`src/rtl/multicycle_control_fsm_pkg.sv`:
```
// Shared encodings for the multicycle RV32I control path: ALU operations,
// opcodes, datapath mux selects and the control FSM state set.
package riscv_pkg;

    typedef enum logic [3:0] {
        CTRL_ADD  = 4'b0000,
        CTRL_SUB  = 4'b0001,
        CTRL_AND  = 4'b0010,
        CTRL_OR   = 4'b0011,
        CTRL_XOR  = 4'b0100,
        CTRL_SLL  = 4'b0101,
        CTRL_SRL  = 4'b0110,
        CTRL_SRA  = 4'b0111,
        CTRL_SLT  = 4'b1000,
        CTRL_SLTU = 4'b1001
    } control_operation;

    localparam logic [6:0] OP_LOAD   = 7'h03;
    localparam logic [6:0] OP_STORE  = 7'h23;
    localparam logic [6:0] OP_RTYPE  = 7'h33;
    localparam logic [6:0] OP_ITYPE  = 7'h13;
    localparam logic [6:0] OP_BRANCH = 7'h63;
    localparam logic [6:0] OP_JAL    = 7'h6F;
    localparam logic [6:0] OP_JALR   = 7'h67;
    localparam logic [6:0] OP_LUI    = 7'h37;
    localparam logic [6:0] OP_AUIPC  = 7'h17;

    localparam logic [2:0] F3_BEQ  = 3'b000;
    localparam logic [2:0] F3_BNE  = 3'b001;
    localparam logic [2:0] F3_BLT  = 3'b100;
    localparam logic [2:0] F3_BGE  = 3'b101;
    localparam logic [2:0] F3_BLTU = 3'b110;
    localparam logic [2:0] F3_BGEU = 3'b111;

    localparam logic [2:0] IMM_I = 3'b000;
    localparam logic [2:0] IMM_S = 3'b001;
    localparam logic [2:0] IMM_B = 3'b010;
    localparam logic [2:0] IMM_J = 3'b011;
    localparam logic [2:0] IMM_U = 3'b100;

    localparam logic [1:0] RES_ALUOUT    = 2'b00;
    localparam logic [1:0] RES_DATA      = 2'b01;
    localparam logic [1:0] RES_ALURESULT = 2'b10;

    localparam logic [1:0] SRCA_PC    = 2'b00;
    localparam logic [1:0] SRCA_OLDPC = 2'b01;
    localparam logic [1:0] SRCA_RD1   = 2'b10;
    localparam logic [1:0] SRCA_ZERO  = 2'b11;

    localparam logic [1:0] SRCB_RD2   = 2'b00;
    localparam logic [1:0] SRCB_IMM   = 2'b01;
    localparam logic [1:0] SRCB_FOUR  = 2'b10;

    typedef enum logic [3:0] {
        S_FETCH    = 4'd0,
        S_DECODE   = 4'd1,
        S_MEMADR   = 4'd2,
        S_MEMREAD  = 4'd3,
        S_MEMWB    = 4'd4,
        S_MEMWRITE = 4'd5,
        S_EXECR    = 4'd6,
        S_EXECI    = 4'd7,
        S_ALUWB    = 4'd8,
        S_BRANCH   = 4'd9,
        S_JAL      = 4'd10,
        S_JALR     = 4'd11,
        S_JALR2    = 4'd12,
        S_LUI      = 4'd13,
        S_AUIPC    = 4'd14,
        S_ERROR    = 4'd15
    } state_t;

endpackage

```
`src/rtl/multicycle_control_fsm_alu_decoder.sv`:
```
// Maps R/I-type instruction fields to the ALU operation; op5 separates
// R-type (funct7b5 selects SUB) from I-type (funct7b5 is immediate data).
module alu_decoder
    import riscv_pkg::*;
(
    input  logic             op5,
    input  logic [2:0]       funct3,
    input  logic             funct7b5,
    output control_operation alu_op
);

    always_comb begin
        alu_op = CTRL_ADD;
        case (funct3)
            3'b000: alu_op = (op5 && funct7b5) ? CTRL_SUB : CTRL_ADD;
            3'b001: alu_op = CTRL_SLL;
            3'b010: alu_op = CTRL_SLT;
            3'b011: alu_op = CTRL_SLTU;
            3'b100: alu_op = CTRL_XOR;
            3'b101: alu_op = funct7b5 ? CTRL_SRA : CTRL_SRL;
            3'b110: alu_op = CTRL_OR;
            3'b111: alu_op = CTRL_AND;
            default: alu_op = CTRL_ADD;
        endcase
    end

endmodule

```
`src/rtl/multicycle_control_fsm.sv`:
```
// Control FSM for the multicycle RV32I core: walks each instruction through
// fetch/decode/execute/memory/writeback and drives every datapath control.
//
// state    | meaning
// FETCH    | read instruction at PC, PC += 4 when memory is ready
// DECODE   | compute branch/jump target from OldPC + imm, pick path
// MEMADR   | rs1 + imm address for load/store
// MEMREAD  | load access, wait for MemReady
// MEMWB    | write loaded data to rd
// MEMWRITE | store access, MemWrite held until MemReady
// EXECR    | register-register ALU op
// EXECI    | register-immediate ALU op
// ALUWB    | write ALUOut to rd
// BRANCH   | compare rs1/rs2, load target into PC if taken
// JAL      | PC <- target, ALU computes link address
// JALR     | rs1 + imm target
// JALR2    | PC <- target, ALU computes link address
// LUI      | 0 + U-imm
// AUIPC    | OldPC + U-imm
// ERROR    | illegal instruction, halted until reset
module multicycle_control_fsm
    import riscv_pkg::*;
#(
    parameter int STATE_WIDTH = 4
) (
    input  logic                   clk,
    input  logic                   rst_n,
    input  logic [6:0]             op,
    input  logic [2:0]             funct3,
    input  logic                   funct7b5,
    input  logic                   ZeroFlag,
    input  logic                   NegativeFlag,
    input  logic                   MemReady,
    output logic                   PCWrite,
    output logic                   AdrSrc,
    output logic                   MemWrite,
    output logic                   IRWrite,
    output logic [1:0]             ResultSrc,
    output logic [1:0]             ALUSrcA,
    output logic [1:0]             ALUSrcB,
    output logic [2:0]             ImmSrc,
    output logic                   RegWrite,
    output logic [3:0]             ALUControl,
    output logic                   Halt,
    output logic [STATE_WIDTH-1:0] State
);

    state_t           state;
    state_t           state_next;
    control_operation dec_op;
    control_operation alu_control;
    logic             pc_write;
    logic             mem_write;
    logic             ir_write;
    logic             reg_write;

    // Branch decisions use only ZeroFlag; the negative flag is reserved.
    logic unused_negative;
    assign unused_negative = NegativeFlag;

    alu_decoder u_alu_decoder (
        .op5      (op[5]),
        .funct3   (funct3),
        .funct7b5 (funct7b5),
        .alu_op   (dec_op)
    );

    always_ff @(posedge clk) begin
        if (!rst_n) state <= S_FETCH;
        else        state <= state_next;
    end

    always_comb begin
        state_next  = state;
        pc_write    = 1'b0;
        mem_write   = 1'b0;
        ir_write    = 1'b0;
        reg_write   = 1'b0;
        AdrSrc      = 1'b0;
        ResultSrc   = RES_ALUOUT;
        ALUSrcA     = SRCA_PC;
        ALUSrcB     = SRCB_RD2;
        ImmSrc      = IMM_I;
        alu_control = CTRL_ADD;
        Halt        = 1'b0;

        case (state)
            S_FETCH: begin
                ALUSrcB   = SRCB_FOUR;
                ResultSrc = RES_ALURESULT;
                ir_write  = MemReady;
                pc_write  = MemReady;
                if (MemReady) state_next = S_DECODE;
            end
            S_DECODE: begin
                ALUSrcA = SRCA_OLDPC;
                ALUSrcB = SRCB_IMM;
                ImmSrc  = (op == OP_JAL) ? IMM_J : IMM_B;
                case (op)
                    OP_LOAD, OP_STORE: state_next = S_MEMADR;
                    OP_RTYPE:          state_next = S_EXECR;
                    OP_ITYPE:          state_next = S_EXECI;
                    OP_BRANCH:         state_next = S_BRANCH;
                    OP_JAL:            state_next = S_JAL;
                    OP_JALR:           state_next = S_JALR;
                    OP_LUI:            state_next = S_LUI;
                    OP_AUIPC:          state_next = S_AUIPC;
                    default:           state_next = S_ERROR;
                endcase
            end
            S_MEMADR: begin
                ALUSrcA    = SRCA_RD1;
                ALUSrcB    = SRCB_IMM;
                ImmSrc     = (op == OP_STORE) ? IMM_S : IMM_I;
                state_next = (op == OP_STORE) ? S_MEMWRITE : S_MEMREAD;
            end
            S_MEMREAD: begin
                AdrSrc = 1'b1;
                if (MemReady) state_next = S_MEMWB;
            end
            S_MEMWB: begin
                ResultSrc  = RES_DATA;
                reg_write  = 1'b1;
                state_next = S_FETCH;
            end
            S_MEMWRITE: begin
                AdrSrc    = 1'b1;
                mem_write = 1'b1;
                if (MemReady) state_next = S_FETCH;
            end
            S_EXECR: begin
                ALUSrcA     = SRCA_RD1;
                alu_control = dec_op;
                state_next  = S_ALUWB;
            end
            S_EXECI: begin
                ALUSrcA     = SRCA_RD1;
                ALUSrcB     = SRCB_IMM;
                alu_control = dec_op;
                state_next  = S_ALUWB;
            end
            S_ALUWB: begin
                reg_write  = 1'b1;
                state_next = S_FETCH;
            end
            S_LUI: begin
                ALUSrcA    = SRCA_ZERO;
                ALUSrcB    = SRCB_IMM;
                ImmSrc     = IMM_U;
                state_next = S_ALUWB;
            end
            S_AUIPC: begin
                ALUSrcA    = SRCA_OLDPC;
                ALUSrcB    = SRCB_IMM;
                ImmSrc     = IMM_U;
                state_next = S_ALUWB;
            end
            S_JAL, S_JALR2: begin
                ALUSrcA    = SRCA_OLDPC;
                ALUSrcB    = SRCB_FOUR;
                pc_write   = 1'b1;
                state_next = S_ALUWB;
            end
            S_JALR: begin
                ALUSrcA    = SRCA_RD1;
                ALUSrcB    = SRCB_IMM;
                state_next = S_JALR2;
            end
            S_BRANCH: begin
                ALUSrcA    = SRCA_RD1;
                state_next = S_FETCH;
                // SLT/SLTU leave a nonzero result when "less than" holds.
                case (funct3)
                    F3_BEQ:  begin alu_control = CTRL_SUB;  pc_write =  ZeroFlag; end
                    F3_BNE:  begin alu_control = CTRL_SUB;  pc_write = !ZeroFlag; end
                    F3_BLT:  begin alu_control = CTRL_SLT;  pc_write = !ZeroFlag; end
                    F3_BGE:  begin alu_control = CTRL_SLT;  pc_write =  ZeroFlag; end
                    F3_BLTU: begin alu_control = CTRL_SLTU; pc_write = !ZeroFlag; end
                    F3_BGEU: begin alu_control = CTRL_SLTU; pc_write =  ZeroFlag; end
                    default: state_next = S_ERROR;
                endcase
            end
            S_ERROR: begin
                Halt = 1'b1;
            end
            default: state_next = S_ERROR;
        endcase
    end

    assign PCWrite    = pc_write  & rst_n;
    assign IRWrite    = ir_write  & rst_n;
    assign MemWrite   = mem_write & rst_n;
    assign RegWrite   = reg_write & rst_n;
    assign ALUControl = alu_control;
    assign State      = STATE_WIDTH'(state);

endmodule
```
`config.mk`:
```
export PLATFORM = sky130hd
export DESIGN_NAME = multicycle_control_fsm
export DESIGN_NICKNAME = d
export VERILOG_FILES = /design/src/rtl/multicycle_control_fsm_pkg.sv /design/src/rtl/multicycle_control_fsm_alu_decoder.sv /design/src/rtl/multicycle_control_fsm.sv
export SDC_FILE = /design/constraint.sdc
export NUM_CORES = 1
export LEC_CHECK = 0
export CORE_UTILIZATION = 43
export DETAILED_ROUTE_END_ITERATION = 16
export PLACE_DENSITY = 0.88
export SYNTH_ARGS = -nofsm -noshare
export SYNTH_HDL_FRONTEND = slang
export SYNTH_SLANG_ARGS = --single-unit
```
`constraint.sdc`:
```
create_clock -name clk -period 3.27 [get_ports clk]
set_clock_uncertainty 0.1 [all_clocks]
set_input_delay 0.654 -clock clk [delete_from_list [all_inputs] [get_ports clk]]
set_output_delay 0.654 -clock clk [all_outputs]
set_load 0.05 [all_outputs]
```
# == After elaboration in Yosys (flattened, before gate mapping) ==
# Cells that the tools add are included.
# word_totals
out_inout_bits,23
wordCells,87
ff_bits,4
# classes
n_eq_ne,34
mux,25
bitwise,4
n_reduce_logical,23
# ops
op,count
$pmux 4 s8,2
$pmux 4 s9,1
$eq 4x4->1 const B,8
$eq 7x6->1 const B,3
$eq 7x7->1 const B,3
$reduce_or 2->1,9
$reduce_or 6->1,3
$eq 4x3->1 const B,4
$mux 4,4
$eq 7x5->1 const B,2
$eq 3x3->1 const B,4
$pmux 4 s3,1
$mux 1,9
$pmux 3 s3,1
$reduce_bool 9->1,1
$reduce_or 3->1,3
$eq 4x2->1 const B,2
$pmux 2 s2,2
$pmux 4 s2,1
$eq 7x2->1 const B,1
$eq 3x2->1 const B,2
$ne 2x2->1 const B,3
$pmux 2 s3,1
$reduce_or 5->1,1
12 further kinds,15

# == Longest topological paths before layout ==
# Gate-level depths: netlist of the first run.
# depth
ltp_word,5
mapped_depth,6
ltp_nobuf,4

# == By module ==
# From an unflattened synthesis of the first run, not the netlist that was laid out.
# unflattened
cells_unflattened,125
hier_area_um2,879.6
# by_module_without_submodules
module,area_each_um2,seq_area_each_um2,n_inst,cells_each
multicycle_control_fsm,817.0,80.1,1,116
alu_decoder,62.6,0.0,1,9

# == Worst setup path after synthesis of the first run ==
# No wires, ideal clock.
# synth_path
kind,register -> output
from,"register state[2], in the netlist State[2]"
to,output PCWrite
path_buffers,1
arrival_time_ps,3047
required_ps,2516
slack_ps,-531
path_stages_with_launch,6
path_cell_list,dfxtp_1 > buf_6 > or2_4 > nor3_1 > nand2_1 > a31oi_1
# synth_between
elab_chain_len,4
# synth_lines
element,line_no,source
"start, declared",multicycle_control_fsm.sv:48,state_t state;
"start signal, assigned",multicycle_control_fsm.sv:70,else state <= state_next;
$eq 4x4->1,multicycle_control_fsm.sv:87,case (state)
$reduce_or 2->1,multicycle_control_fsm.sv:87,
$pmux 1 s3 *,multicycle_control_fsm.sv:87,
$and 1x1->1 *,multicycle_control_fsm.sv:190,assign PCWrite = pc_write & rst_n;
"end, declared",multicycle_control_fsm.sv:34,"output logic PCWrite,"
# Mark *: on every way between the ends. The rest lies on a longest branch, timed or not.

# == Worst setup path in the final report of the first run ==
# layout_path
from,input funct3[0]
to,output PCWrite
# layout_between
elab_chain_len,5
# layout_lines
element,line_no,source
"start, declared",multicycle_control_fsm.sv:29,"input logic [2:0] funct3,"
"$eq 3x3->1, or another cell as far along",multicycle_control_fsm.sv:173,case (funct3)
$reduce_or 3->1 (no source line),--,
$pmux 1 s2 *,multicycle_control_fsm.sv:173,
$pmux 1 s3 *,multicycle_control_fsm.sv:87,
$and 1x1->1 *,multicycle_control_fsm.sv:190,
# Marked as above.

==> results of run 1 <==
==> final cells by class <==
type                            count  area share
Multi-Input combinational cell    104       0.522
Tap cell                           25      0.0259
Timing Repair Buffer               41       0.354
Clock buffer                        3      0.0187
Sequential cell                     4      0.0663
Inverter                            4      0.0124
==> power groups by stage <==
stage / logic (µW) / registers, µW / clock network, µW
final: 933 / 107 / 61.9
after global routing: 988 / 111 / 68.9
after CTS: 933 / 106 / 64.3
after detailed placement: 930 / 107 / 0
after global placement: 917 / 104 / 0
after floorplan: 639 / 151 / 0
==> cell families (layout without fill, tap and decap cells) <==
logic type | Yosys count | in the layout
AND/OR/NAND/NOR | 62 | 62
AO/OA/AOI/OAI | 37 | 37
buffers and inverters | 14 | 48
XOR/XNOR | 5 | 5
flip-flops | 4 | 4
==> metal layers <==
| layer | GRT usage | up-vias | wire length (µm) |
|---|---|---|---|
| met3 | 0.0120 | 4 | 127 |
| met5 | 0 | - | 0 |
| li1 | - | 515 | - |
| met1 | 0.307 | 458 | 904 |
| met4 | 0.0727 | 0 | 31 |
| met2 | 0.461 | 39 | 1240 |
==> worst max-delay path by stage <==
stage	to	startpoint	cells past startpoint
after floorplan	ALUSrcB[1]	State[3]	4
after global placement	PCWrite	funct3[0]	6
after detailed placement	PCWrite	funct3[0]	6
after CTS	PCWrite	funct3[0]	6
after global routing	ALUSrcB[1]	State[2]	4
final	PCWrite	funct3[0]	6
==> cells in the mapped netlist, drive strengths merged <==
master | instances | area, µm²
a2111oi | 1 | 8.76
a211o | 1 | 8.76
a211oi | 1 | 7.51
a21oi | 8 | 40.0
a311oi | 1 | 8.76
a31o | 1 | 8.76
a31oi | 4 | 25.0
and2 | 2 | 12.5
and2b | 2 | 18.8
and3 | 4 | 25.0
buf | 5 | 43.8
clkbuf | 5 | 48.8
clkinv | 1 | 3.75
dfxtp | 4 | 80.1
inv | 3 | 11.3
nand2 | 9 | 33.8
nand2b | 7 | 43.8
nand3 | 2 | 10.0
nand3b | 1 | 7.51
nand4 | 1 | 6.26
nor2 | 15 | 56.3
nor2b | 2 | 12.5
nor3 | 6 | 30.0
nor3b | 2 | 15.0
nor4 | 1 | 6.26
nor4b | 2 | 17.5
o211ai | 2 | 15.0
o21a | 1 | 7.51
o21ai | 12 | 60.1
o22ai | 3 | 18.8
o311a | 1 | 10.0
o41ai | 1 | 8.76
or2 | 1 | 8.76
or3 | 3 | 18.8
or4 | 1 | 11.3
or4b | 1 | 13.8
xnor2 | 4 | 35.0
xor2 | 1 | 8.76
==> tightest hold or removal path: stages (launching register included) <==
cell     delay, ns
dfxtp_1       0.30
buf_4         0.19
o21ai_0       0.10
a31oi_1       0.08
==> per-stage QoR <==
| step | power (µW) | hold slack (ns) |
|---|---|---|
| after floorplan | 791 | 0.677 |
| after global placement | 1020 | 0.607 |
| after detailed placement | 1040 | 0.617 |
| after CTS | 1100 | 0.618 |
| after global routing | 1170 | 0.646 |
| final | 1100 | 0.619 |
==> flow_summary_export.csv, run 1 <==
group,metric,value,unit
timing,finalSetupViolCount,0,
timing,fmax,324,MHz
yosys,synth_warnings,0,
clocking,cts_made_buffers,3,
run,drv_cap,0,
yosys,synth_compound_area_frac,0.282,
yosys,synth-adder-area-share,0,
placement,hpwl,1840,µm
global_routing,grt_max_degree,24,
layout,fin_area,1210,µm²
placement,dp_worst_setup_slack,0.193,ns
floorplan,ios,39,
status,status,"completed",
power_and_ir_drop,power.internal,444,µW
global_routing,grt_antenna_before_repair,0,
drt,wl,2300,µm
layout,drive_above_1_share,0.147,
timing,drv_slew,0,
setup_path,cp-end-kind,"output pin",
setup_path,cpPeakStageDelay,0.58,ns
yosys,synth_cell_types,41,
yosys,syn-cell-area,807,µm²
setup_path,critPathKind,"input port to output pin",
placement,place.gp.congestion,0.833,
setup_path,path_max_fanout,6,
drt,drc_errors,0,
yosys,syn_nets,138,
power_and_ir_drop,seqPwrFrac,0.097,
timing,rsz0062_at_grt,"no",
power_and_ir_drop,swShare,0.597,
floorplan,die_y,45.3,µm
clocking,clock_path_buffers,2,
setup_path,slowest_stage,"clkdlybuf4s50_1",
floorplan,core_area,1750,µm²
setup_path,reg2reg_from,"State[2]",
power_and_ir_drop,switching_power,658,µW
floorplan,dieArea,2050,µm²
clocking,hold_buffers,0,
layout,most-common-layout-cells,"clkdlybuf4s50_1 (28), nor2_1 (15), o21ai_0 (12), nand2_1 (9), buf_4 (9)",
min_path,worstHoldPathType,"flop to flop",
layout,mostFrequentLayoutCell,"clkdlybuf4s50_1",
setup_path,rrSetupSlack,1.57,ns
clocking,htree_levels,1,
drt,drtPass1Iterations,4,
setup_path,crit_required,2.52,ns
setup_path,critPathBufInv,2,
clocking,cts_resized,0,
drt,avgViaCountPerCell,5.61,
power_and_ir_drop,clock_power_share,0.056,
timing,finalCriticalPeriod,3.08,ns
global_routing,grt_pass1_vias,911,
global_routing,grt_usage,0.249,
yosys,postSynthAreaPerCell,6.61,µm²
layout,final_util,0.692,
setup_path,cp_top_family,"buffers and inverters",
layout,nets,174,
drt,routedWlPerCell,12.7,µm
power_and_ir_drop,comb_power_share,0.847,
min_path,min_path_cells,3,
layout,multi_input_area,631,µm²
drt,drtIter0Drc,26,
min_path,hold_start,"State[0]",
yosys,synth_top_family_by_area,"simple AND/OR/NAND/NOR gates",
power_and_ir_drop,power_density,913,nW/µm²
timing,setup_ws,0.187,ns
timing,tns,0,ns
min_path,whs_endpoint,"State[1]",
layout,area_growth,49.6,%
power_and_ir_drop,ir_drop,0.535,mV
power_and_ir_drop,total_leakage_power,0.000436,µW
yosys,synth_seq_area_share,0.0992,
setup_path,reg2reg_to,"State[2]",
clocking,cts_setup_buffers,0,
setup_path,cp_cell_sequence,"clkdlybuf4s50_1, xnor2_1, or3_1, a211o_1, a31oi_2, buf_12",
timing,hold_viol_final,0,
clocking,cts_num_sinks,4,
timing,relSlewSlack,0.646,
global_routing,grt-ovfl-total,0,
layout,instances_no_fill,181,
placement,numPortBuffers,37,
setup_path,crit_arrival,2.33,ns
global_routing,grt_pass1_wl,3860,µm
clocking,clock_latency,0.24,ns
setup_path,ff2ff_path_depth,4,
placement,dp_cells,178,
yosys,synthSimpleGateAreaFrac,0.431,
layout,antennaDiodeCount,0,
floorplan,start_util,0.462,
clocking,cts.clk_slew.worst_paths,0.04,ns
yosys,synth-seq-cells,4,
floorplan,rows,15,
setup_path,crit_path_start_kind,"input port",
yosys,synthCells,122,
layout,regArea,80.1,µm²
floorplan,die_w,45.3,µm
drt,ant_nets,0,
yosys,yosys.area_share.xor_xnor,0.0543,
placement,dpl-instance-area,1180,µm²
timing,post-route-period-util,0.943,
yosys,synthMuxAreaShare,0,
clocking,cts_tree,"yes",
layout,fillers,151,
clocking,cts-root-buf,"clkbuf_4",
drt,num_vias,1016,
layout,largest_register_ff_count,4,
timing,worstMarginPinSlew,0.530,ns
Note: power is estimated with default switching activity, not from simulation.
==> run 2, diff against run 1 <==
Settings changed: CORE_MARGIN set to 8.
==> run 2 against run 1 <==
Design area did not move. Critical path depth fell by 1. Register-to-register slack barely moved. Global-route usage fell by 8.9 points. Sequential power rose by 6%. Clock power rose by 7.4%. Critical endpoint is now ALUSrcB[1]. Die area rose by 71%. First-iteration DRC count rose by 19%. Sequential share of layout area did not move.
==> flow_summary_export.csv, run 2 (synthesis gave the netlist of run 1 again) <==
group,metric,value,unit
timing,post-route-period-util,0.956,
floorplan,ios,39,
drt,drtIter0Drc,31,
setup_path,crit_arrival,2.37,ns
setup_path,critPathKind,"flop to output pin",
floorplan,die_w,59.3,µm
placement,dp_worst_setup_slack,0.169,ns
layout,area_growth,49.6,%
floorplan,core_area,1750,µm²
global_routing,grt_pass1_wl,4400,µm
layout,largest_register_ff_count,4,
setup_path,rrSetupSlack,1.58,ns
placement,hpwl,2140,µm
global_routing,grt-ovfl-total,0,
timing,setup_ws,0.143,ns
power_and_ir_drop,ir_drop,0.529,mV
layout,nets,174,
clocking,cts_made_buffers,3,
timing,finalCriticalPeriod,3.13,ns
clocking,cts_tree,"yes",
layout,regArea,80.1,µm²
drt,avgViaCountPerCell,5.75,
global_routing,grt_pass1_vias,976,
min_path,min_path_cells,2,
timing,rsz0062_at_grt,"no",
placement,place.gp.congestion,0.876,
placement,numPortBuffers,37,
min_path,worstHoldPathType,"flop to flop",
layout,fillers,154,
clocking,hold_buffers,0,
clocking,cts-root-buf,"clkbuf_4",
timing,worstMarginPinSlew,0.541,ns
drt,routedWlPerCell,14.6,µm
drt,wl,2640,µm
clocking,clock_path_buffers,2,
layout,antennaDiodeCount,0,
setup_path,critPathBufInv,2,
floorplan,die_y,59.3,µm
setup_path,cpMostUsedCell,"nor2_1",
clocking,clock_latency,0.25,ns
setup_path,crit_required,2.52,ns
timing,drv_slew,0,
setup_path,path_max_fanout,15,
setup_path,cp-end-kind,"output pin",
setup_path,cp_top_family,"buffers and inverters",
timing,finalSetupViolCount,0,
timing,fmax,320,MHz
power_and_ir_drop,power_density,924,nW/µm²
clocking,htree_levels,1,
floorplan,rows,15,
global_routing,grt_usage,0.160,
drt,num_vias,1040,
layout,drive_above_1_share,0.147,
clocking,cts_setup_buffers,0,
run,drv_cap,0,
global_routing,grt_max_degree,21,
layout,multi_input_area,631,µm²
layout,most-common-layout-cells,"clkdlybuf4s50_1 (28), nor2_1 (15), o21ai_0 (12), nand2_1 (9), buf_4 (9)",
drt,ant_nets,0,
setup_path,cp_cell_sequence,"buf_4, nor2_1, nor2_1, a211oi_1, clkdlybuf4s50_1",
setup_path,ff2ff_path_depth,5,
floorplan,dieArea,3520,µm²
timing,tns,0,ns
power_and_ir_drop,total_leakage_power,0.000436,µW
clocking,cts.clk_slew.worst_paths,0.04,ns
layout,mostFrequentLayoutCell,"clkdlybuf4s50_1",
power_and_ir_drop,finalPower,1120,µW
setup_path,crit_cells,5,
setup_path,crit_path_start_kind,"flop",
timing,relSlewSlack,0.638,
setup_path,cpPeakStageDelay,0.86,ns
clocking,cts_num_sinks,4,
global_routing,grt_antenna_before_repair,0,
drt,drtPass1Iterations,4,
drt,drc_errors,0,
status,status,"completed",
setup_path,slowest_stage,"clkdlybuf4s50_1",
timing,hold_viol_final,0,
clocking,cts_resized,0,
floorplan,start_util,0.462,
-- run 2: cell counts in the layout (fill, tap and decap cells not counted) --
No cell type changed its count.
-- run 2: per-layer routing --
metal  vias up  wire, µm  track usage
met4         0        91        0.106
met5         -         0            0
li1        513         -            -
met1       473      1060        0.159
met3         7       191       0.0260
met2        47      1300        0.296
-- run 2: power by group --
| part | internal (µW) | switching (µW) |
|---|---|---|
| Combinational | 334 | 601 |
| Clock | 41.4 | 25.2 |
| Sequential | 68.1 | 45.3 |
-- run 2: final cells by class --
type	count	share of cell area
timing repair buffer	41	0.354
multi-input combinational	104	0.522
sequential	4	0.0663
clock buffer	3	0.0187
inverter	4	0.0124
tap	25	0.0259
-- run 2: tightest hold or removal path, delay by kind of cell, from the launching register on --
kind / cells / cell delay [ns]
DFF: 1 / 0.40
AOI/OAI and AO/OA: 2 / 0.24
-- run 2: per-stage QoR --
step / cells / util / hold slack [ns] / area, µm²
finish: 181 / 0.692 / 0.575 / 1210
global route: 181 / 0.692 / 0.642 / 1210
CTS: 181 / 0.692 / 0.569 / 1210
detailed placement: 178 / 0.679 / 0.582 / 1180
global placement: 178 / 0.679 / 0.574 / 1180
floorplan: 122 / - / 0.677 / 818
-- run 2: final timing paths --
| path | startpoint | endpoint |
|---|---|---|
| worst max register to register | State[1] | State[2] |
| worst min register to register | State[3] | State[0] |
| worst max-delay path | State[1] | ALUSrcB[1] |
| worst min-delay path | State[3] | State[0] |
==> run 3, diff against run 2 <==
Settings changed: CELL_PAD_IN_SITES_DETAIL_PLACEMENT set to 0, CELL_PAD_IN_SITES_GLOBAL_PLACEMENT set to 2, CORE_UTILIZATION 43 to 21, PLACE_DENSITY 0.88 to 0.86.
==> run 3 against run 2 <==
Non-clock buffer count increased by 1. Fmax increased by 3.0%. Sequential power increased by 24%. First-iteration DRC count decreased by 32%. Design area increased by 5.2%. Wire length increased by 2.0%. Critical endpoint is now PCWrite. Largest cell class unchanged.
==> flow_summary_export.csv, run 3 (synthesis gave the netlist of run 1 again) <==
group,metric,value,unit
status,status,"completed",
setup_path,crit_path_start_kind,"input port",
layout,area_growth,57.4,%
global_routing,grt-ovfl-total,0,
floorplan,rows,22,
layout,drive_above_1_share,0.166,
min_path,worstHoldPathType,"flop to flop",
clocking,clock_latency,0.23,ns
clocking,cts_tree,"yes",
floorplan,die_y,78.0,µm
placement,dp_cells,202,
layout,nets,175,
timing,tns,0,ns
timing,finalSetupViolCount,0,
clocking,cts_setup_buffers,0,
clocking,hold_buffers,0,
global_routing,grt_pass1_vias,1016,
drt,ant_nets,0,
placement,dp_worst_setup_slack,0.239,ns
drt,wl,2700,µm
setup_path,crit_arrival,2.28,ns
drt,drtPass1Iterations,4,
floorplan,start_util,0.219,
placement,numPortBuffers,37,
timing,rsz0062_at_grt,"no",
power_and_ir_drop,total_leakage_power,0.000454,µW
power_and_ir_drop,power_density,908,nW/µm²
layout,instances_no_fill,205,
global_routing,grt_usage,0.0858,
placement,hpwl,2170,µm
drt,num_vias,1030,
layout,largest_register_ff_count,4,
global_routing,grt_antenna_before_repair,0,
timing,finalCriticalPeriod,3.04,ns
setup_path,path_max_fanout,9,
floorplan,ios,39,
drt,avgViaCountPerCell,5.02,
floorplan,dieArea,6080,µm²
power_and_ir_drop,ir_drop,0.626,mV
global_routing,grt_pass1_wl,4390,µm
timing,hold_viol_final,0,
layout,mostFrequentLayoutCell,"clkdlybuf4s50_1",
global_routing,grt_max_degree,18,
timing,worstMarginPinSlew,0.538,ns
clocking,clock_path_buffers,2,
timing,fmax,329,MHz
clocking,cts_num_sinks,4,
drt,routedWlPerCell,13.1,µm
layout,antennaDiodeCount,0,
clocking,cts_resized,0,
floorplan,core_area,3690,µm²
run,drv_cap,0,
clocking,cts-root-buf,"clkbuf_8",
power_and_ir_drop,finalPower,1150,µW
setup_path,critPathKind,"input port to output pin",
drt,drtIter0Drc,21,
drt,drc_errors,0,
setup_path,crit_required,2.52,ns
setup_path,cp-end-kind,"output pin",
clocking,cts_made_buffers,3,
floorplan,die_w,78.0,µm
timing,relSlewSlack,0.641,
clocking,htree_levels,1,
timing,post-route-period-util,0.928,
timing,setup_ws,0.235,ns
placement,place.gp.congestion,0.814,
timing,drv_slew,0,
clocking,cts.clk_slew.worst_paths,0.03,ns
layout,most-common-layout-cells,"clkdlybuf4s50_1 (26), nor2_1 (15), o21ai_0 (12), buf_4 (11), nand2_1 (9)",
-- run 3: cell count changes in the layout (fill, tap and decap cells not counted) --
cell	delta
clkdlybuf4s50_1	-2
clkbuf_4	-3
clkbuf_8	+3
buf_4	+2
buf_12	+1
-- run 3: cell type report --
class / count / area, µm²
clock buffer: 3 / 41.3
tap: 48 / 60.1
inverter: 4 / 15.0
sequential: 4 / 80.1
multi-input combinational: 104 / 631
timing repair buffer: 42 / 443
fill: 416 / 2420
-- run 3: where the power goes --
group	internal, µW	switching, µW
Sequential	68.2	71.5
Clock	78.9	30.2
Combinational	328	577
Total	475	678
-- run 3: worst paths after layout --
path	startpoint	to	slack (ns)	cells after the start
worst min-delay path	State[0]	State[0]	0.72	3
worst max register to register	State[2]	State[2]	1.61	4
worst max-delay path	funct3[1]	PCWrite	0.23	5
worst min register to register	State[0]	State[0]	0.72	3
-- run 3: metrics by stage --
| stage | hold WS, ns | instance area, µm² | utilization |
|---|---|---|---|
| after floorplan | 0.677 | 818 | - |
| after global placement | 0.692 | 1230 | 0.333 |
| after detailed placement | 0.697 | 1230 | 0.333 |
| after CTS | 0.709 | 1270 | 0.344 |
| after global routing | 0.771 | 1270 | 0.344 |
| final | 0.720 | 1270 | 0.344 |
-- run 3: worst max-delay path, cell delays in order --
cell and delay (ns):
clkdlybuf4s50_1 0.54, or3_1 0.40, a211o_1 0.28, a31oi_2 0.23
buf_12 0.17
-- run 3: layer usage --
layer,wire length [µm],share of wire,track usage
met5,0,0,0
met4,38,0.014,0.0333
met3,181,0.067,0.0288
met2,1260,0.47,0.140
met1,1220,0.45,0.101
==> RTL change 1, RTL diff (flow settings as in run 3) <==
`STATE_WIDTH`: 4 -> 3.
--- a/src/rtl/multicycle_control_fsm.sv
+++ b/src/rtl/multicycle_control_fsm.sv
@@ -23,3 +23,3 @@
 #(
-    parameter int STATE_WIDTH = 4
+    parameter int STATE_WIDTH = 3
 ) (
Interface: changed (resized State); port bits go from 39 to 38. No check against the original RTL was run, so the function may have changed too.
==> RTL change 1 against run 3 <==
Sequential power decreased by 13%. Setup slack improved by 0.075 ns. Cell area increased by 1.1%. Area after synthesis increased by 3.9%. Register-to-register slack got worse by 0.45 ns. Worst hold slack got worse by 0.15 ns. Sequential cell count unchanged. Wire length increased by 2.2%. Synthesized cell count increased by 3.3%. Utilization decreased by 1.6 points. Cell count increased by 2.0%. Power increased by 4.7%. Maximum frequency increased by 2.5%. Critical path type unchanged. Largest power group unchanged. Highest routed layer unchanged.
==> RTL change 1: results (changes against run 3) <==
| Metric | Value |
|---|---|
| Status | completed |
| DR vias | 1045 (+1.5%) |
| NumNets Final | 177 (+1.1%) |
| XOR/XNOR Fraction of Synth Area | 4.18% (-1.2 points) |
| Hold Path Depth | 3 (unchanged) |
| Layout cell share with drive strength beyond 1 | 18.2% (+1.7 points) |
| Synth Area in Compound Gates | 29.3% (+1.0 points) |
| Worst reg2reg startpoint | state[3]$_SDFFE_PN0P_ |
| Worst-path maximum fanout | 6 (-3) |
| Post-synthesis cell type count | 43 (+4.9%) |
| IO Port Bufs | 36 (-2.7%) |
| Dpl cells | 206 (+2.0%) |
| RR Endpoint | state[2]$_SDFFE_PN0P_ |
| GP Congestion | 0.748 (-8.1%) |
| Drt via density | 5.00 (-0.49%) |
| Placed instance area | 1240 sq um (+1.1%) |
| Syn_nets | 142 (+2.9%) |
| First-pass GRT wire length | 4.80 mm (+9.4%) |
| Leakage | 0.000484 uW (+6.6%) |
| Vias in the first global route | 1091 (+7.4%) |
| Max VDD drop | 0.226 mV (-64%) |
| Ys async rst share | 0% (unchanged) |
| 1st-iter DRT viols | 87 (+310%) |
| R2r setup slk | 1.16 ns (-0.45 ns) |
| Worst Reg2Reg Path Length in Cells | 6 (+2) |
| Pin count of the biggest net entering global routing | 20 (+2) |
| Syn Area/Cell | 6.65 sq um (+0.58%) |
| CP Data Arrival Time | 2.21 ns (-0.07 ns) |
| Hold Path Sink | state[0]$_SDFFE_PN0P_ |
| GR Util All Layers | 9.21% (+0.62 points) |
| Sequential area share after synthesis | 9.55% (-0.37 points) |
| Hold Startpoint | state[0]$_SDFFE_PN0P_ |
| Actual slew at the worst max-slew pin | 0.500 ns (-0.0382 ns) |
| Synth cell count leaders | a21oi_1 (12), nand2_1 (12), nor2_1 (9), o21ai_0 (9) |
| Routed WL per cell | 13.2 um (+0.23%) |
| Dpl hpwl | 2.23 mm (+2.8%) |
## RTL change 1: cell types whose count changed after synthesis, moves of 3 or more
cell             run 3  this run
nand2b_1             7         2
o21ai_1              0         3
nor2_1              15         9
nand2_1              9        12
inv_1                3         7
and3_1               4         1
a21oi_1              8        12
nor2b_1              2         5
buf_4                0         5
o21ai_0             12         9
## RTL change 1: where the power goes
group	total (uW)	internal, uW	leakage [uW]	switching [uW]
clock network	108	78.8	0.0000216	29.5
registers	122	69.3	0.0000329	52.3
logic	977	350	0.000430	627
## RTL change 1: metal layers
metal	share of wire [%]	vias to the layer above	wire, um	GRT usage, %
met5	0	-	0	0
met4	1.2	0	33	3.33
met3	8.9	3	246	3.61
met2	46	35	1280	15.6
met1	43	481	1200	10.1
li1	-	526	-	-
## RTL change 1: cell type report
cell class,count,area [sq um]
inverter,8,30.0
fill,446,2630
timing repair buffer,42,423
multi-input combinational,102,647
sequential,4,80.1
clock buffer,3,41.3
tap,50,62.6
## RTL change 1: worst max-delay path by stage
| stage | start | end | slack, ns | cells after the start |
|---|---|---|---|---|
| 2_1_floorplan | state[3]$_SDFFE_PN0P_ | ALUSrcB[1] | 0.19 | 4 |
| 3_5_place_dp | funct3[0] | PCWrite | 0.33 | 7 |
| 5_1_grt | funct3[0] | PCWrite | 0.19 | 7 |
| 4_1_cts | funct3[0] | PCWrite | 0.32 | 7 |
| 6_report | funct3[0] | PCWrite | 0.31 | 7 |
| 3_3_place_gp | funct3[0] | PCWrite | 0.35 | 7 |
## RTL change 1: per-stage QoR
stage	util [%]	power (uW)	setup WS (ns)	hold slack [ns]
final	32.8	1210	0.310	0.568
after global routing	32.8	1300	0.195	0.608
after CTS	32.8	1220	0.323	0.569
after detailed placement	31.7	1110	0.328	0.564
after global placement	31.7	1100	0.353	0.568
after floorplan	-	861	0.190	0.655
==> RTL change 2, RTL diff (settings of run 3) <==
Without the edit above. Reset style: asynchronous (`rst_n`), changed in one clocked block.
--- a/src/rtl/multicycle_control_fsm.sv
+++ b/src/rtl/multicycle_control_fsm.sv
@@ -67,3 +67,3 @@
 
-    always_ff @(posedge clk) begin
+    always_ff @(posedge clk or negedge rst_n) begin
         if (!rst_n) state <= S_FETCH;
Behaviour: differs if rst_n is asserted again (counterexample within 4 cycles, from zero or initial values and one cycle with rst_n low); with rst_n held inactive, the same outputs for 10 cycles.
==> RTL change 2 against run 3 <==
Cell area down 0.99%. Register-to-register slack worse by 0.06 ns. Critical path type unchanged. Via count shrank 4.4%. First-iteration DRC count is 81% higher. Sequential power is 18% lower. Power grew 17%. Setup slack lost 0.065 ns. Non-clock buffer count is 2 higher. Sequential cell count unchanged. Global-route usage grew 1.3 points. Worst hold slack worse by 0.13 ns. Wire length up 8.1%. Area after synthesis is 5.7% lower.
==> RTL change 2: results (changes against run 3) <==
| Metric | Value |
|---|---|
| Status | completed |
| H-Tree Depth | 1 (unchanged) |
| NumNets Final | 177 (+1.1%) |
| First-pass GRT wire length | 4.77 mm (+8.8%) |
| Sequential area share after synthesis | 13.2% (+3.2 points) |
| # fillers | 412 (-0.96%) |
| Max VDD drop | 0.416 mV (-34%) |
| Multi-input logic area | 614 sq um (-2.6%) |
| GP Congestion | 0.824 (+1.2%) |
| Worst path max stage delay | 0.48 ns (-0.06 ns) |
| Inserted Diodes | 0 (unchanged) |
| CTS Buffer Depth | 2 (unchanged) |
| Slew headroom | 65.3% (+1.2 points) |
| Clock-pin transition on the worst setup and hold timing paths | approximately 0.04 ns |
| Max reg flops | 4 (unchanged) |
| 1st-iter DRT viols | 38 (+81%) |
| Post-synthesis cell type count | 33 (-20%) |
| Largest cells by area after synthesis | dfrtp_1 (13%), nor2_1 (7.9%), nand2_1 (7.4%) |
| Routed WL per cell | 14.1 um (+7.0%) |
| Top FF cell, synth | dfrtp_1 |
| Worst Hold Class | primary input to async pin |
| GR Util All Layers | 9.91% (+1.3 points) |
| Root buf cell | clkbuf_4 |
| CP Data Arrival Time | 2.35 ns (+0.07 ns) |
| Placed instance area | 1230 sq um (+0.51%) |
| Leakage | 0.000496 uW (+9.3%) |
| Pin count of the biggest net entering global routing | 19 (+1) |
| Layout cell share with drive strength beyond 1 | 15.1% (-1.5 points) |
| IO Port Bufs | 37 (unchanged) |
| Vias in the first global route | 1009 (-0.69%) |
| Dpl hpwl | 2.40 mm (+11%) |
| Ys async rst share | 100% (+100 points) |
| Drt via density | 4.76 (-5.3%) |
| Synth cell count leaders | nor2_1 (16), nand2_1 (15), o21ai_0 (11) |
| Worst-path maximum fanout | 5 (-4) |
RTL change 2: worst max-delay path: cells and delay by family:
| family | cells | cell delay (ns) |
|---|---|---|
| buffers and inverters | 2 | 0.67 |
| and+or+nand+nor | 3 | 0.93 |
| AOI/OAI and AO/OA | 1 | 0.09 |
RTL change 2: cells by family (layout without fill, tap and decap cells):
logic type	Yosys count	after routing	synth area share [%]
buffers and inverters	14	51	8.06
AND/OR/NAND/NOR	66	66	45.7
multiplexers	2	2	2.63
AO/OA/AOI/OAI	32	32	25.8
flip-flops	4	4	13.2
XOR/XNOR	4	4	4.61
RTL change 2: cell type report:
class	count	area share [%]
clock buffer	3	1.79
inverter	4	1.19
multi-input combinational	104	48.9
sequential	4	7.96
tap	48	4.78
timing repair buffer	44	35.4
RTL change 2: final timing paths:
kind                                      start                   end  slack, ns  cells past startpoint
min                                       rst_n  State[1]$_DFFE_PN0P_       0.59                      1
min in group clk           State[2]$_DFFE_PN0P_  State[3]$_DFFE_PN0P_       0.64                      3
min reg2reg                State[2]$_DFFE_PN0P_  State[3]$_DFFE_PN0P_       0.64                      3
max                                       op[3]             ImmSrc[0]       0.17                      6
max in group asynchronous                 rst_n  State[3]$_DFFE_PN0P_       2.24                      1
max reg2reg                State[1]$_DFFE_PN0P_  State[2]$_DFFE_PN0P_       1.55                      5
RTL change 2: through the flow:
step / hold WS, ns / instances / worst slack, ns
5_1_grt: 0.607 / 207 / 0.0552
3_3_place_gp: 0.620 / 204 / 0.184
6_report: 0.587 / 207 / 0.170
2_1_floorplan: 0.258 / 122 / -0.00449
4_1_cts: 0.590 / 207 / 0.137
3_5_place_dp: 0.624 / 204 / 0.148
RTL change 2: routing by layer:
| metal | share of wire, % | wire, um | global-route usage [%] | up-vias |
|---|---|---|---|---|
| met1 | 46 | 1330 | 10.7 | 446 |
| li1 | - | - | - | 511 |
| met3 | 2.9 | 85 | 2.00 | 2 |
| met2 | 51 | 1480 | 18.3 | 26 |
| met4 | 0.58 | 17 | 4.04 | 0 |
| met5 | 0 | 0 | 0 | - |
RTL change 2: where the power goes:
part / internal, uW / switching (uW)
combinational: 404 / 767
sequential: 74.8 / 40.4
clock: 41.1 / 20.4
total: 520 / 827
